[config.mk]
export PLATFORM = sky130hd
export DESIGN_NAME = ieee754_seq_subtractor
export DESIGN_NICKNAME = d
export VERILOG_FILES = /design/src/rtl/ieee754_seq_subtractor.sv
export SDC_FILE = /design/constraint.sdc
export NUM_CORES = 1
export LEC_CHECK = 0
export CELL_PAD_IN_SITES_DETAIL_PLACEMENT = 1
export CELL_PAD_IN_SITES_GLOBAL_PLACEMENT = 1
export CORE_ASPECT_RATIO = 1.4
export CORE_UTILIZATION = 54
export CTS_CLUSTER_DIAMETER = 200
export DETAILED_ROUTE_END_ITERATION = 6
export DONT_BUFFER_PORTS = 1
export PLACE_DENSITY = 0.88
export REMOVE_ABC_BUFFERS = 1
export SLEW_MARGIN = 25
export SYNTH_ARGS = -nofsm -noshare
export SYNTH_HDL_FRONTEND = slang
export SYNTH_SLANG_ARGS = --single-unit
[constraint.sdc]
create_clock -name clk -period 11.4 [get_ports clk]
set_clock_uncertainty 0.1 [all_clocks]
set_input_delay 2.28 -clock clk [delete_from_list [all_inputs] [get_ports clk]]
set_output_delay 2.28 -clock clk [all_outputs]
set_load 0.01 [all_outputs]
[src/rtl/ieee754_seq_subtractor.sv]
// Multi-cycle IEEE-754 single-precision subtractor (result = op_a - op_b).
// Align, add/subtract and bit-serial normalization are sequenced by an FSM; truncating.
module ieee754_seq_subtractor #(
    parameter int UNDERFLOW_EXP = 0
) (
    input  logic        clk,
    input  logic        rst_n,
    input  logic        in_valid,
    output logic        in_ready,
    input  logic [31:0] op_a,
    input  logic [31:0] op_b,
    output logic        out_valid,
    input  logic        out_ready,
    output logic [31:0] result,
    output logic        busy
);

    localparam logic signed [9:0] UfExp  = 10'(UNDERFLOW_EXP);
    localparam logic signed [9:0] OvfExp = 10'sd255;

    typedef enum logic [2:0] {StIdle, StAlign, StSub, StNorm, StDone} state_e;

    state_e             state_q, state_d;
    logic [31:0]        a_q, a_d;
    logic [31:0]        b_q, b_d;       // subtrahend with its sign already flipped
    logic               sign_q, sign_d;
    logic signed [9:0]  exp_q, exp_d;
    logic [23:0]        ml_q, ml_d;
    logic [23:0]        ms_q, ms_d;
    logic [24:0]        sum_q, sum_d;
    logic [31:0]        result_q, result_d;

    // Operand zero detection: exponent 0 flushes denormals to zero.
    logic a_zero, b_zero;
    assign a_zero = (op_a[30:23] == 8'h00);
    assign b_zero = (op_b[30:23] == 8'h00);

    // Alignment datapath; ties in magnitude select a.
    logic        a_ge_b;
    logic [7:0]  exp_l, exp_s, exp_diff;
    logic [22:0] man_l, man_s;
    logic [23:0] ms_shifted;
    assign a_ge_b     = (a_q[30:0] >= b_q[30:0]);
    assign exp_l      = a_ge_b ? a_q[30:23] : b_q[30:23];
    assign exp_s      = a_ge_b ? b_q[30:23] : a_q[30:23];
    assign man_l      = a_ge_b ? a_q[22:0]  : b_q[22:0];
    assign man_s      = a_ge_b ? b_q[22:0]  : a_q[22:0];
    assign exp_diff   = exp_l - exp_s;
    assign ms_shifted = (exp_diff >= 8'd24) ? 24'h0 : ({1'b1, man_s} >> exp_diff);

    // Magnitude sum; ML >= MS so the difference never goes negative.
    logic [24:0] sum_calc;
    assign sum_calc = (a_q[31] == b_q[31]) ? ({1'b0, ml_q} + {1'b0, ms_q})
                                           : ({1'b0, ml_q} - {1'b0, ms_q});

    // Final packing, folding in the single right shift of the carry case.
    logic signed [9:0] norm_exp;
    logic [22:0]       norm_man;
    logic [31:0]       packed_res;
    assign norm_exp = sum_q[24] ? (exp_q + 10'sd1) : exp_q;
    assign norm_man = sum_q[24] ? sum_q[23:1] : sum_q[22:0];

    always_comb begin
        if (norm_exp >= OvfExp) begin
            packed_res = {sign_q, 8'hFF, 23'h0};
        end else if (norm_exp <= UfExp) begin
            packed_res = {sign_q, 31'h0};
        end else begin
            packed_res = {sign_q, norm_exp[7:0], norm_man};
        end
    end

    always_comb begin
        state_d  = state_q;
        a_d      = a_q;
        b_d      = b_q;
        sign_d   = sign_q;
        exp_d    = exp_q;
        ml_d     = ml_q;
        ms_d     = ms_q;
        sum_d    = sum_q;
        result_d = result_q;

        unique case (state_q)
            StIdle: begin
                if (in_valid) begin
                    a_d = op_a;
                    b_d = {~op_b[31], op_b[30:0]};
                    if (a_zero || b_zero) begin
                        state_d = StDone;
                        if (a_zero && b_zero) begin
                            result_d = 32'h0;
                        end else if (a_zero) begin
                            result_d = {~op_b[31], op_b[30:0]};
                        end else begin
                            result_d = op_a;
                        end
                    end else begin
                        state_d = StAlign;
                    end
                end
            end
            StAlign: begin
                sign_d  = a_ge_b ? a_q[31] : b_q[31];
                exp_d   = {2'b00, exp_l};
                ml_d    = {1'b1, man_l};
                ms_d    = ms_shifted;
                state_d = StSub;
            end
            StSub: begin
                sum_d   = sum_calc;
                state_d = StNorm;
            end
            StNorm: begin
                if (sum_q == 25'h0) begin
                    result_d = 32'h0;
                    state_d  = StDone;
                end else if (sum_q[24] || sum_q[23]) begin
                    result_d = packed_res;
                    state_d  = StDone;
                end else begin
                    sum_d = {sum_q[23:0], 1'b0};
                    exp_d = exp_q - 10'sd1;
                end
            end
            StDone: begin
                if (out_ready) begin
                    state_d = StIdle;
                end
            end
            default: state_d = StIdle;
        endcase
    end

    always_ff @(posedge clk or negedge rst_n) begin
        if (!rst_n) begin
            state_q  <= StIdle;
            a_q      <= 32'h0;
            b_q      <= 32'h0;
            sign_q   <= 1'b0;
            exp_q    <= 10'sd0;
            ml_q     <= 24'h0;
            ms_q     <= 24'h0;
            sum_q    <= 25'h0;
            result_q <= 32'h0;
        end else begin
            state_q  <= state_d;
            a_q      <= a_d;
            b_q      <= b_d;
            sign_q   <= sign_d;
            exp_q    <= exp_d;
            ml_q     <= ml_d;
            ms_q     <= ms_d;
            sum_q    <= sum_d;
            result_q <= result_d;
        end
    end

    assign in_ready  = (state_q == StIdle);
    assign busy      = (state_q != StIdle);
    assign out_valid = (state_q == StDone);
    assign result    = result_q;

endmodule

**Yosys cells after proc, flatten, opt, wreduce, memory -nomap -nowiden**

Index checks and enable logic that the tools add are counted.

- Shifts and indexed selects: 1
- Bitwise logic cells: 1
- $add $sub $neg: 5
- Magnitude comparators: 4
- Reductions and logical operators: 16
- Multipliers: 0
- Equal/unequal tests: 11
- Mux-type cells: 30
- Divide/modulo/power cells: 0

Operator list:

| cell | number |
|---|---|
| $mux W32 | 6 |
| $mux W25 | 3 |
| $mux W23 | 3 |
| $pmux W32 S2 | 1 |
| $mux W31 | 2 |
| $pmux W25 S2 | 1 |
| $ge A31 B31 Y1 | 1 |
| $mux W10 | 3 |
| $add A24 B24 Y25 | 1 |
| $logic_not A25 Y1 | 1 |
| $sub A24 B24 Y25 | 1 |
| $mux W24 | 1 |
| $shr A24 B8 Y24 | 1 |
| $pmux W10 S2 | 1 |
| $logic_not A8 Y1 | 2 |
| $mux W8 | 2 |
| $mux W3 | 5 |
| $pmux W3 S5 | 1 |
| $add A10 B2 Y10 const B | 1 |
| $ge A10 B9 Y1 const B | 1 |
| $le A10 B1 Y1 const B | 1 |
| $sub A10 B2 Y10 const B | 1 |
| $reduce_and A3 Y1 | 3 |
| $ge A8 B5 Y1 const B | 1 |
| 17 further kinds | 24 |

- Memories kept: 0
- Memory bits (writable): 0
- Word-level logic and storage cells: 77
- Register bits: 183
- Memory bits (read-only): 0
- Input port bits: 68
- Bits in latches: 0

**Depth between registers and ports, before layout**

Gate-level depths: netlist of the first run.

- Depth in word-level cells: 8
- Gate-level depth with buffers: 24

**Worst setup path before layout of the first run**

OpenSTA, ideal clock, no wires.

- Path kind: reg-to-reg
- From: reg a_q[8]
- To: reg ms_q[13]
- Data required time: 11.199 ns
- Data arrival time: 4.420 ns
- Setup time: 0.101 ns
- Cell stages (with the launch flop): 22
- Setup slack: 6.780 ns
- Period minus slack after synthesis: 4.620 ns
- Path through: dfrtp_1 -> ha_1 -> a21oi_1 -> o21ai_1 -> a2111o_1 -> o21a_1 -> buf_6 -> nor2_2 -> buf_4 -> buf_2 -> a21oi_1 -> ha_1 -> nand3_1 -> o21ai_0 -> a211oi_2 -> o22ai_1 -> or3_1 -> and2_1 -> buf_6 -> or3_4 -> buf_6 -> o311ai_2

- Cells in the longest elaborated chain, start to end: 5

RTL lines:

| item | RTL line | text |
|---|---|---|
| from (decl) | 24 | `logic [31:0] a_q, a_d;` |
| from (signal assigned) | 138 | `a_q <= 32'h0;` |
| from (signal assigned) | 148 | `a_q <= a_d;` |
| $ge A31 B31 Y1 | 43 | `assign a_ge_b = (a_q[30:0] >= b_q[30:0]);` |
| $mux W8 (on tied branches) | 44, 45 |  |
| $sub A8 B8 Y8 | 48 | `assign exp_diff = exp_l - exp_s;` |
| $shr A24 B8 Y24 / $ge A8 B5 Y1 (equally long branches) | 49 | `assign ms_shifted = (exp_diff >= 8'd24) ? 24'h0 : ({1'b1, man_s} >> exp_diff);` |
| $mux W24 * | 49 |  |
| to (signal assigned) | 153 | `ms_q <= ms_d;` |
| to (decl) | 29 | `logic [23:0] ms_q, ms_d;` |

Mark *: on every way between the ends. The rest lies on a longest branch, timed or not.
A chain may end at the register's enable or synchronous reset.

**Worst setup path after layout of the first run**

- From: reg b_q[23]
- To: reg ms_q[6]

- Cells in the longest elaborated chain, start to end: 5

RTL lines:

| item | RTL line | text |
|---|---|---|
| from (decl) | 25 | `logic [31:0] b_q, b_d;` |
| from (signal assigned) | 139 | `b_q <= 32'h0;` |
| from (signal assigned) | 149 | `b_q <= b_d;` |
| $ge A31 B31 Y1 | 43 |  |
| $mux W8 (on tied branches) | 44, 45 |  |
| $sub A8 B8 Y8 | 48 |  |
| $shr A24 B8 Y24 / $ge A8 B5 Y1 (equally long branches) | 49 |  |
| $mux W24 * | 49 |  |

Marked as above.

==> results of run 1 <==
## through the flow
stage	cell area [um^2]	util
after floorplan	12400	-
after global placement	12900	0.557
after detailed placement	12900	0.557
after CTS	13600	0.586
after global routing	13600	0.587
final	13600	0.587
## critical path, delay by kind of cell, from the launching register on
kind / cells / cell delay, ps
compound gates: 8 / 2050
simple gates: 7 / 1520
fa+ha+maj: 2 / 480
buf+inv: 2 / 470
flops: 1 / 400
## layer usage
| layer | global-route usage | part of all wire | vias to the layer above |
|---|---|---|---|
| li1 | - | - | 5124 |
| met1 | 0.418 | 0.37 | 5867 |
| met2 | 0.648 | 0.51 | 454 |
| met3 | 0.0587 | 0.059 | 144 |
| met4 | 0.208 | 0.054 | 0 |
| met5 | 0 | 0 | - |
## worst max path at each step
stage	start	end	slack, ps	cells past startpoint
floorplan	op_a[23]	result[0]$_DFFE_PN0P_	5810	7
global placement	op_a[23]	result[24]$_DFFE_PN0P_	6510	9
detailed placement	op_a[23]	result[29]$_DFFE_PN0P_	6380	9
CTS	b_q[23]$_DFFE_PN0P_	ms_q[6]$_DFFE_PN0P_	6310	19
global route	b_q[23]$_DFFE_PN0P_	ms_q[6]$_DFFE_PN0P_	5710	19
finish	b_q[23]$_DFFE_PN0P_	ms_q[6]$_DFFE_PN0P_	6260	19
## Yosys cell counts, drive strengths merged (5+ instances only)
cell type	number
or3	9
nand2b	6
inv	46
xor2	36
a21o	15
a211oi	10
a32oi	8
nand3	20
mux2i	81
buf	21
nand2	201
o31ai	5
mux4	20
clkbuf	68
xnor2	30
and3	8
o21ai	164
nor2	117
ha	59
dfrtp	183
nor3b	5
mux2	33
nor4	14
and2	8
o22a	28
a21oi	119
nor3	24
o211ai	15
a31oi	12
nor2b	8
and2b	5
nand4	10
## state kept, by name (all words and copies together) (netlist names)
signal,count
ml_q,24
sign_q,1
sum_q,25
state_q,3
exp_q,10
a_q,32
b_q,32
result,32
ms_q,24
## final cells by class
cell class                      count  area [um^2]
Fill cell                        2701         9590
Tap cell                          306          383
Sequential cell                   183         4580
Multi-Input combinational cell   1134         7650
Clock inverter                     14          243
Clock buffer                       18          439
Timing Repair Buffer               20          154
Inverter                           46          173
## logic make-up after synthesis
family                   count (synthesis)  synth area share
adder cells (fa/ha/maj)                 60            0.0593
multiplexers                           134             0.128
AND/OR/NAND/NOR                        454             0.162
AO/OA/AOI/OAI                          420             0.201
flip-flops                             183             0.358
buffers and inverters                  136            0.0457
XOR/XNOR                                66            0.0458
==> impl_metrics.yaml, run 1 <==
outcome:
  outcome: "complete, no violations"
clock_network:
  clockBufferDepth: 2
  cts_setup_buffers: 0
  htreeDepth: 4
  clk_latency_ps: 460
  path_clk_slew_ps: 70
  cts_num_sinks: 183
  cts_buffers: 17
  cts_tree: "built"
  cts_hold_buffers: 0
  clk_root_buffer_cell: "clkbuf_16"
  cts_resized: 0
floorplanning:
  die_h_um: 184
  pin_count: 103
  rows: 66
  start_util: 0.551
  die-area_mm2: 0.0243
  die_x_um: 132
  core_area_mm2: 0.0232
setup_path:
  cp.arrival_ps: 5400
  cpPeakStageDelay_ps: 810
  crit_slowest_cell: "a21oi_1"
  cp_data_required_time_ps: 11660
  r2r_setup_slack_ps: 6260
  timing.rr.end: "ms_q[6]$_DFFE_PN0P_"
  r2r_cells: 19
  cp-end-kind: "flop"
  critPathLaunchType: "flop"
  path_class: "flop to flop"
  reg2reg_from: "b_q[23]$_DFFE_PN0P_"
  path_max_fanout: 29
  crit_path_cell_trace: "inv_1 -> ha_1 -> buf_4 -> nand4_1 -> nor4_1 -> a22oi_1 -> nand2_4 -> nor2_4 -> nor2_1 -> a21oi_1 -> ha_2 -> nand3_1 -> o21ai_0 -> a211oi_2 -> o22ai_1 -> or3_1 -> a21oi_1 -> a22oi_1 -> o211ai_1"
sta:
  fin_setup_tns_ps: 0
  max_slew.worst_pin.slew_ps: 1030
  slew_viol_final: 0
  layout_setup_ws_ps: 6260
  min_period_over_period: 0.451
  setup_viol: 0
  rsz0062_at_grt: "false"
  max_freq_ghz: 0.194
  maxSlewHeadroom: 0.314
  timing.hold.ws_ps: 389
  hold_viol: 0
  fin_crit_ps: 5140
drt:
  drc: 0
  vias: 11589
  drtAntennaViolNets: 0
  firstDrtPassIters: 6
  vias_per_cell: 6.73
  routedWlPerCell_um: 25.1
  drt_iter0_markers: 652
  routed_wl_mm: 43.3
finish:
  area_delta_synth_final_pct: 6.53
  final_common_cell: "nand2_1"
  layout-drive-gt1-share: 0.101
  n_antenna_cell: 0
  layout_common_cells: "nand2_1 (198), dfrtp_1 (182), o21ai_0 (159)"
  final_nets: 1530
  fin_cells: 1721
yosys:
  synth_top_area_frac: 0.358
  synth_area_leaders: "dfrtp_1 (36%), mux2i_1 (6.3%), o21ai_0 (6.3%)"
  synth-seq-cells: 183
  synth-edff-count: 0
  netlist_area_mm2: 0.0128
  syn_avg_cell_area_um2: 8.80
  yosys.cell_types.count: 84
  synth-seq-area-share: 0.358
  synthArstFlopShare: 1.00
  yosysWarnings: 0
  synthCells: 1453
  synthFlopType: "dfrtp_1"
  yosysTopAreaCell: "dfrtp_1"
global_route:
  grt_pass1_vias: 12356
  track_usage: 0.366
  antenna_found_initial: 0
  grt_pass1_wl_mm: 68.2
  gr-total-overflow: 0
  grt_max_degree: 184
hold_path:
  worstHoldStart: "ml_q[13]$_DFFE_PN0P_"
  min_path_cells: 2
  hold_class: "flop to flop"
  min_to: "ml_q[13]$_DFFE_PN0P_"
placement:
  placed_cells: 1689
  pre_cts_slack_ps: 6380
  portBuffers: 0
  gp_congestion: 0.936
  dpl.hpwl_mm: 30.0
job:
  cap_violations: 0
Power of run 1 is left out: the tool's default activity adds up to more than one toggle a clock period on the data nets, which glitch-free logic cannot reach.
==> inputs of run 2 (changes only) <==
--- a/config.mk
+++ b/config.mk
@@ -8,11 +8,11 @@
 export CELL_PAD_IN_SITES_DETAIL_PLACEMENT = 1
 export CELL_PAD_IN_SITES_GLOBAL_PLACEMENT = 1
 export CORE_ASPECT_RATIO = 1.4
-export CORE_UTILIZATION = 54
+export CORE_UTILIZATION = 50
 export CTS_CLUSTER_DIAMETER = 200
 export DETAILED_ROUTE_END_ITERATION = 6
 export DONT_BUFFER_PORTS = 1
-export PLACE_DENSITY = 0.88
+export PLACE_DENSITY = 0.82
 export REMOVE_ABC_BUFFERS = 1
 export SLEW_MARGIN = 25
 export SYNTH_ARGS = -nofsm -noshare
==> constraint.sdc (replaced) <==
create_clock -name clk -period 5.1 [get_ports clk]
set_clock_uncertainty 0.1 [all_clocks]
set_input_delay 1.02 -clock clk [delete_from_list [all_inputs] [get_ports clk]]
set_output_delay 1.02 -clock clk [all_outputs]
set_load 0.01 [all_outputs]
==> run 2 against run 1 <==
Against the previous run:
- wire length down 2.1%
- register-to-register slack worse by 6000 ps
- die area rose by 7.9%
- sequential share of layout area up 0.059 points
- global-route usage down 2.4 points
- setup slack got worse by 6000 ps
- highest routed layer unchanged
- fmax up 6.2%
==> impl_metrics.yaml, run 2 (same netlist as run 1, synthesis figures left out) <==
placement:
  gp_congestion: 0.916
  postPlaceCellArea_mm2: 0.0130
  pre_cts_slack_ps: 415
  portBuffers: 0
  dpl.hpwl_mm: 31.6
setup_path:
  cp-startpoint: "ms_q[3]$_DFFE_PN0P_"
  critPathLaunchType: "flop"
  reg2reg_from: "ms_q[3]$_DFFE_PN0P_"
  cp_data_required_time_ps: 5380
  r2r_cells: 16
  path_max_fanout: 5
  timing.rr.end: "sum_q[24]$_DFFE_PN0P_"
  cp.arrival_ps: 5120
  cp-end-kind: "flop"
  r2r_setup_slack_ps: 260
  path_class: "flop to flop"
global_route:
  grt_pass1_wl_mm: 67.4
  antenna_found_initial: 0
  grt_pass1_vias: 11949
  gr-total-overflow: 0
  grt_max_degree: 184
  track_usage: 0.342
hold_path:
  hold_class: "input pin to asynchronous set/reset pin"
finish:
  final_common_cell: "nand2_1"
  n_antenna_cell: 0
  area_delta_synth_final_pct: 6.34
  fillers: 2942
  layout_common_cells: "nand2_1 (198), dfrtp_1 (182), o21ai_0 (159)"
  seq_area_mm2: 0.00458
  multi_input_area_mm2: 0.00764
  final_nets: 1534
  final_area_mm2: 0.0136
  finish.utilization: 0.547
  layout-drive-gt1-share: 0.103
sta:
  slew_viol_final: 0
  layout_setup_ws_ps: 259
  maxSlewHeadroom: 0.389
  max_freq_ghz: 0.207
  max_slew.worst_pin.slew_ps: 914
  fin_crit_ps: 4840
  setup_viol: 0
  rsz0062_at_grt: "false"
  fin_setup_tns_ps: 0
  hold_viol: 0
  min_period_over_period: 0.949
floorplanning:
  die_x_um: 137
  pin_count: 103
  core_area_mm2: 0.0248
  die-area_mm2: 0.0262
  start_util: 0.515
  rows: 68
  die_h_um: 191
clock_network:
  path_clk_slew_ps: 70
  clockBufferDepth: 2
  htreeDepth: 4
  cts_setup_buffers: 0
  cts_hold_buffers: 0
  cts_num_sinks: 183
  clk_latency_ps: 460
  cts_buffers: 17
  cts_tree: "built"
  clk_root_buffer_cell: "clkbuf_16"
  cts_resized: 0
drt:
  routed_wl_mm: 42.4
  vias: 11144
  vias_per_cell: 6.43
  drc: 0
  routedWlPerCell_um: 24.4
  firstDrtPassIters: 5
  drt_iter0_markers: 658
  drtAntennaViolNets: 0
job:
  cap_violations: 0
outcome:
  outcome: "complete, no violations"
## run 2: changes by cell type in the layout (fill, tap and decap cells not counted), moves of 2 or more
| cell | delta |
|---|---|
| buf_4 | +5 |
| bufinv_16 | -3 |
| clkinvlp_4 | +4 |
| inv_6 | -2 |
## run 2: critical path, cell delays in order, from the launching register on
cell       delay, ps
dfrtp_1          460
nor4_1           610
nand2_1          240
o31ai_1          350
xnor2_1          170
ha_1             300
a21o_1           200
a2111oi_0        720
nor2_1            80
nor2_1           110
o31a_1           180
o21ai_0          190
a31oi_1          330
o21ai_0          120
a31oi_1          240
xor2_1           210
a22o_1           170
## run 2: worst max path at each step
stage                                  to  slack (ps)  depth (start not counted)
floorplan             ms_q[4]$_DFFE_PN0P_        -270                         13
global placement    sum_q[21]$_DFFE_PN0P_         570                         16
detailed placement  sum_q[21]$_DFFE_PN0P_         410                         16
CTS                 sum_q[21]$_DFFE_PN0P_         230                         16
global route        sum_q[24]$_DFFE_PN0P_           9                         16
finish              sum_q[24]$_DFFE_PN0P_         260                         16
## run 2: layout make-up
| cell class | count | share of cell area |
|---|---|---|
| flip-flops and latches | 183 | 0.337 |
| multi-input cells | 1134 | 0.562 |
| clock buffers | 19 | 0.0333 |
| inverters | 46 | 0.0127 |
| clock inverters | 13 | 0.0126 |
| repair buffers | 24 | 0.0133 |
| well taps | 315 | 0.0290 |
## run 2: stage by stage
stage          hold slack [ps]  cells
2_1_floorplan              341   1363
3_3_place_gp               366   1702
3_5_place_dp               375   1702
4_1_cts                    144   1734
5_1_grt                    138   1734
6_report                   156   1734
## run 2: routing by layer
metal  up-vias  wire length, um  track usage
met5         -                0            0
met2       250            22600        0.618
li1       5119                -            -
met4         0             1360        0.130
met3        76             1600       0.0467
met1      5699            16900        0.404
Power of run 2 is left out for the same reason.
==> inputs of run 3 (changes only) <==
--- a/config.mk
+++ b/config.mk
@@ -8,11 +8,12 @@
 export CELL_PAD_IN_SITES_DETAIL_PLACEMENT = 1
 export CELL_PAD_IN_SITES_GLOBAL_PLACEMENT = 1
 export CORE_ASPECT_RATIO = 1.4
-export CORE_UTILIZATION = 50
-export CTS_CLUSTER_DIAMETER = 200
+export CORE_UTILIZATION = 45
+export CTS_BUF_LIST = sky130_fd_sc_hd__clkbuf_8 sky130_fd_sc_hd__clkbuf_16
+export CTS_CLUSTER_DIAMETER = 40
 export DETAILED_ROUTE_END_ITERATION = 6
 export DONT_BUFFER_PORTS = 1
-export PLACE_DENSITY = 0.82
+export PLACE_DENSITY = 0.75
 export REMOVE_ABC_BUFFERS = 1
 export SLEW_MARGIN = 25
 export SYNTH_ARGS = -nofsm -noshare
==> run 3 against run 2 <==
Against the previous run:
- setup slack improved by 260 ps
- critical path depth increased by 2
- non-clock buffer count increased by 1
- cell count increased by 3.2%
- flip-flop and latch count unchanged
- count of clock-buffer cells in the layout unchanged
- largest cell class unchanged
==> impl_metrics.yaml, run 3 (same netlist as run 1, synthesis figures left out) <==
global_route:
  grt_pass1_vias: 11609
  track_usage: 0.305
  grt_max_degree: 184
  gr-total-overflow: 0
  antenna_found_initial: 0
  grt_pass1_wl_mm: 66.7
hold_path:
  hold_class: "input pin to asynchronous set/reset pin"
setup_path:
  path_delay_family: "simple AND/OR/NAND/NOR gates"
  cp_data_required_time_ps: 5360
  critPathLaunchType: "flop"
  critPathBufInv: 1
  timing.critical_path.mode_cell: "ha_1"
  cp.arrival_ps: 4850
  crit_path_cell_trace: "inv_1 -> ha_1 -> nand4_1 -> nor4_1 -> a2111o_1 -> o21a_1 -> nor2_4 -> nor2_1 -> a21oi_1 -> ha_1 -> nand3_1 -> o21ai_0 -> a211oi_2 -> o22ai_1 -> or3_1 -> and2_1 -> or3_4 -> o311ai_2"
  cpPeakStageDelay_ps: 460
  path_class: "flop to flop"
  path_max_fanout: 8
  cp-end-kind: "flop"
  crit_slowest_cell: "or3_4"
drt:
  vias_per_cell: 6.11
  routed_wl_mm: 41.9
  firstDrtPassIters: 4
  vias: 10939
  drtAntennaViolNets: 0
  drc: 0
  routedWlPerCell_um: 23.4
  drt_iter0_markers: 583
floorplanning:
  die_x_um: 144
  rows: 72
  start_util: 0.461
  core_area_mm2: 0.0277
  die-area_mm2: 0.0291
  die_h_um: 201
  pin_count: 103
job:
  cap_violations: 0
clock_network:
  path_clk_slew_ps: 70
  htreeDepth: 4
  cts_num_sinks: 183
  cts_tree: "built"
  clk_root_buffer_cell: "clkbuf_16"
  clk_latency_ps: 460
  clockBufferDepth: 2
  cts_hold_buffers: 0
  cts_buffers: 17
placement:
  dpl.hpwl_mm: 31.3
  placed_cells: 1758
  portBuffers: 0
  gp_congestion: 0.917
finish:
  n_antenna_cell: 0
  layout-drive-gt1-share: 0.102
  final_nets: 1535
  fin_cells: 1790
  fillers: 3303
  area_delta_synth_final_pct: 6.80
  final_common_cell: "nand2_1"
  layout_common_cells: "nand2_1 (198), dfrtp_1 (182), o21ai_0 (159)"
sta:
  timing.hold.ws_ps: 153
  fin_setup_tns_ps: 0
  max_slew.worst_pin.slew_ps: 898
  maxSlewHeadroom: 0.396
  max_freq_ghz: 0.218
  min_period_over_period: 0.899
  slew_viol_final: 0
  rsz0062_at_grt: "false"
  setup_viol: 0
  fin_crit_ps: 4590
  hold_viol: 0
outcome:
  outcome: "complete, no violations"
-- run 3: layer usage --
metal / global-route usage / routed length [um]
met1: 0.366 / 17200
met2: 0.537 / 22000
met3: 0.0514 / 1310
met4: 0.116 / 1350
met5: 0 / 0
-- run 3: area by class of cell --
| class | instances | area (um^2) | share of cell area |
|---|---|---|---|
| sequential | 183 | 4580 | 0.335 |
| timing repair buffer | 25 | 188 | 0.0137 |
| clock buffer | 19 | 453 | 0.0332 |
| clock inverter | 13 | 154 | 0.0113 |
| tap | 370 | 463 | 0.0339 |
| multi-input combinational | 1134 | 7640 | 0.560 |
| inverter | 46 | 173 | 0.0126 |
-- run 3: stage by stage --
step	cell area (um^2)	util	setup WS [ps]
2_1_floorplan	12400	-	-267
5_1_grt	13700	0.492	150
3_5_place_dp	13000	0.470	501
4_1_cts	13700	0.492	488
6_report	13700	0.492	514
3_3_place_gp	13000	0.470	594
-- run 3: worst paths after layout --
check | endpoint | startpoint | cells after the start | slack (ps)
worst min-delay path | sum_q[9]$_DFFE_PN0P_ | rst_n | 0 | 150
min in group clk | ml_q[23]$_DFFE_PN0P_ | ml_q[23]$_DFFE_PN0P_ | 1 | 390
worst min register to register | ml_q[23]$_DFFE_PN0P_ | ml_q[23]$_DFFE_PN0P_ | 1 | 390
worst max-delay path | ms_q[13]$_DFFE_PN0P_ | b_q[10]$_DFFE_PN0P_ | 18 | 510
worst max register to register | ms_q[13]$_DFFE_PN0P_ | b_q[10]$_DFFE_PN0P_ | 18 | 510
max in group asynchronous | sum_q[24]$_DFFE_PN0P_ | rst_n | 0 | 4280
-- run 3: repair_timing --
action,CTS,global route
setup endpoints to repair,0,1
gates resized for setup,0,1
buffers inserted,0,0
Power of run 3 is left out for the same reason.
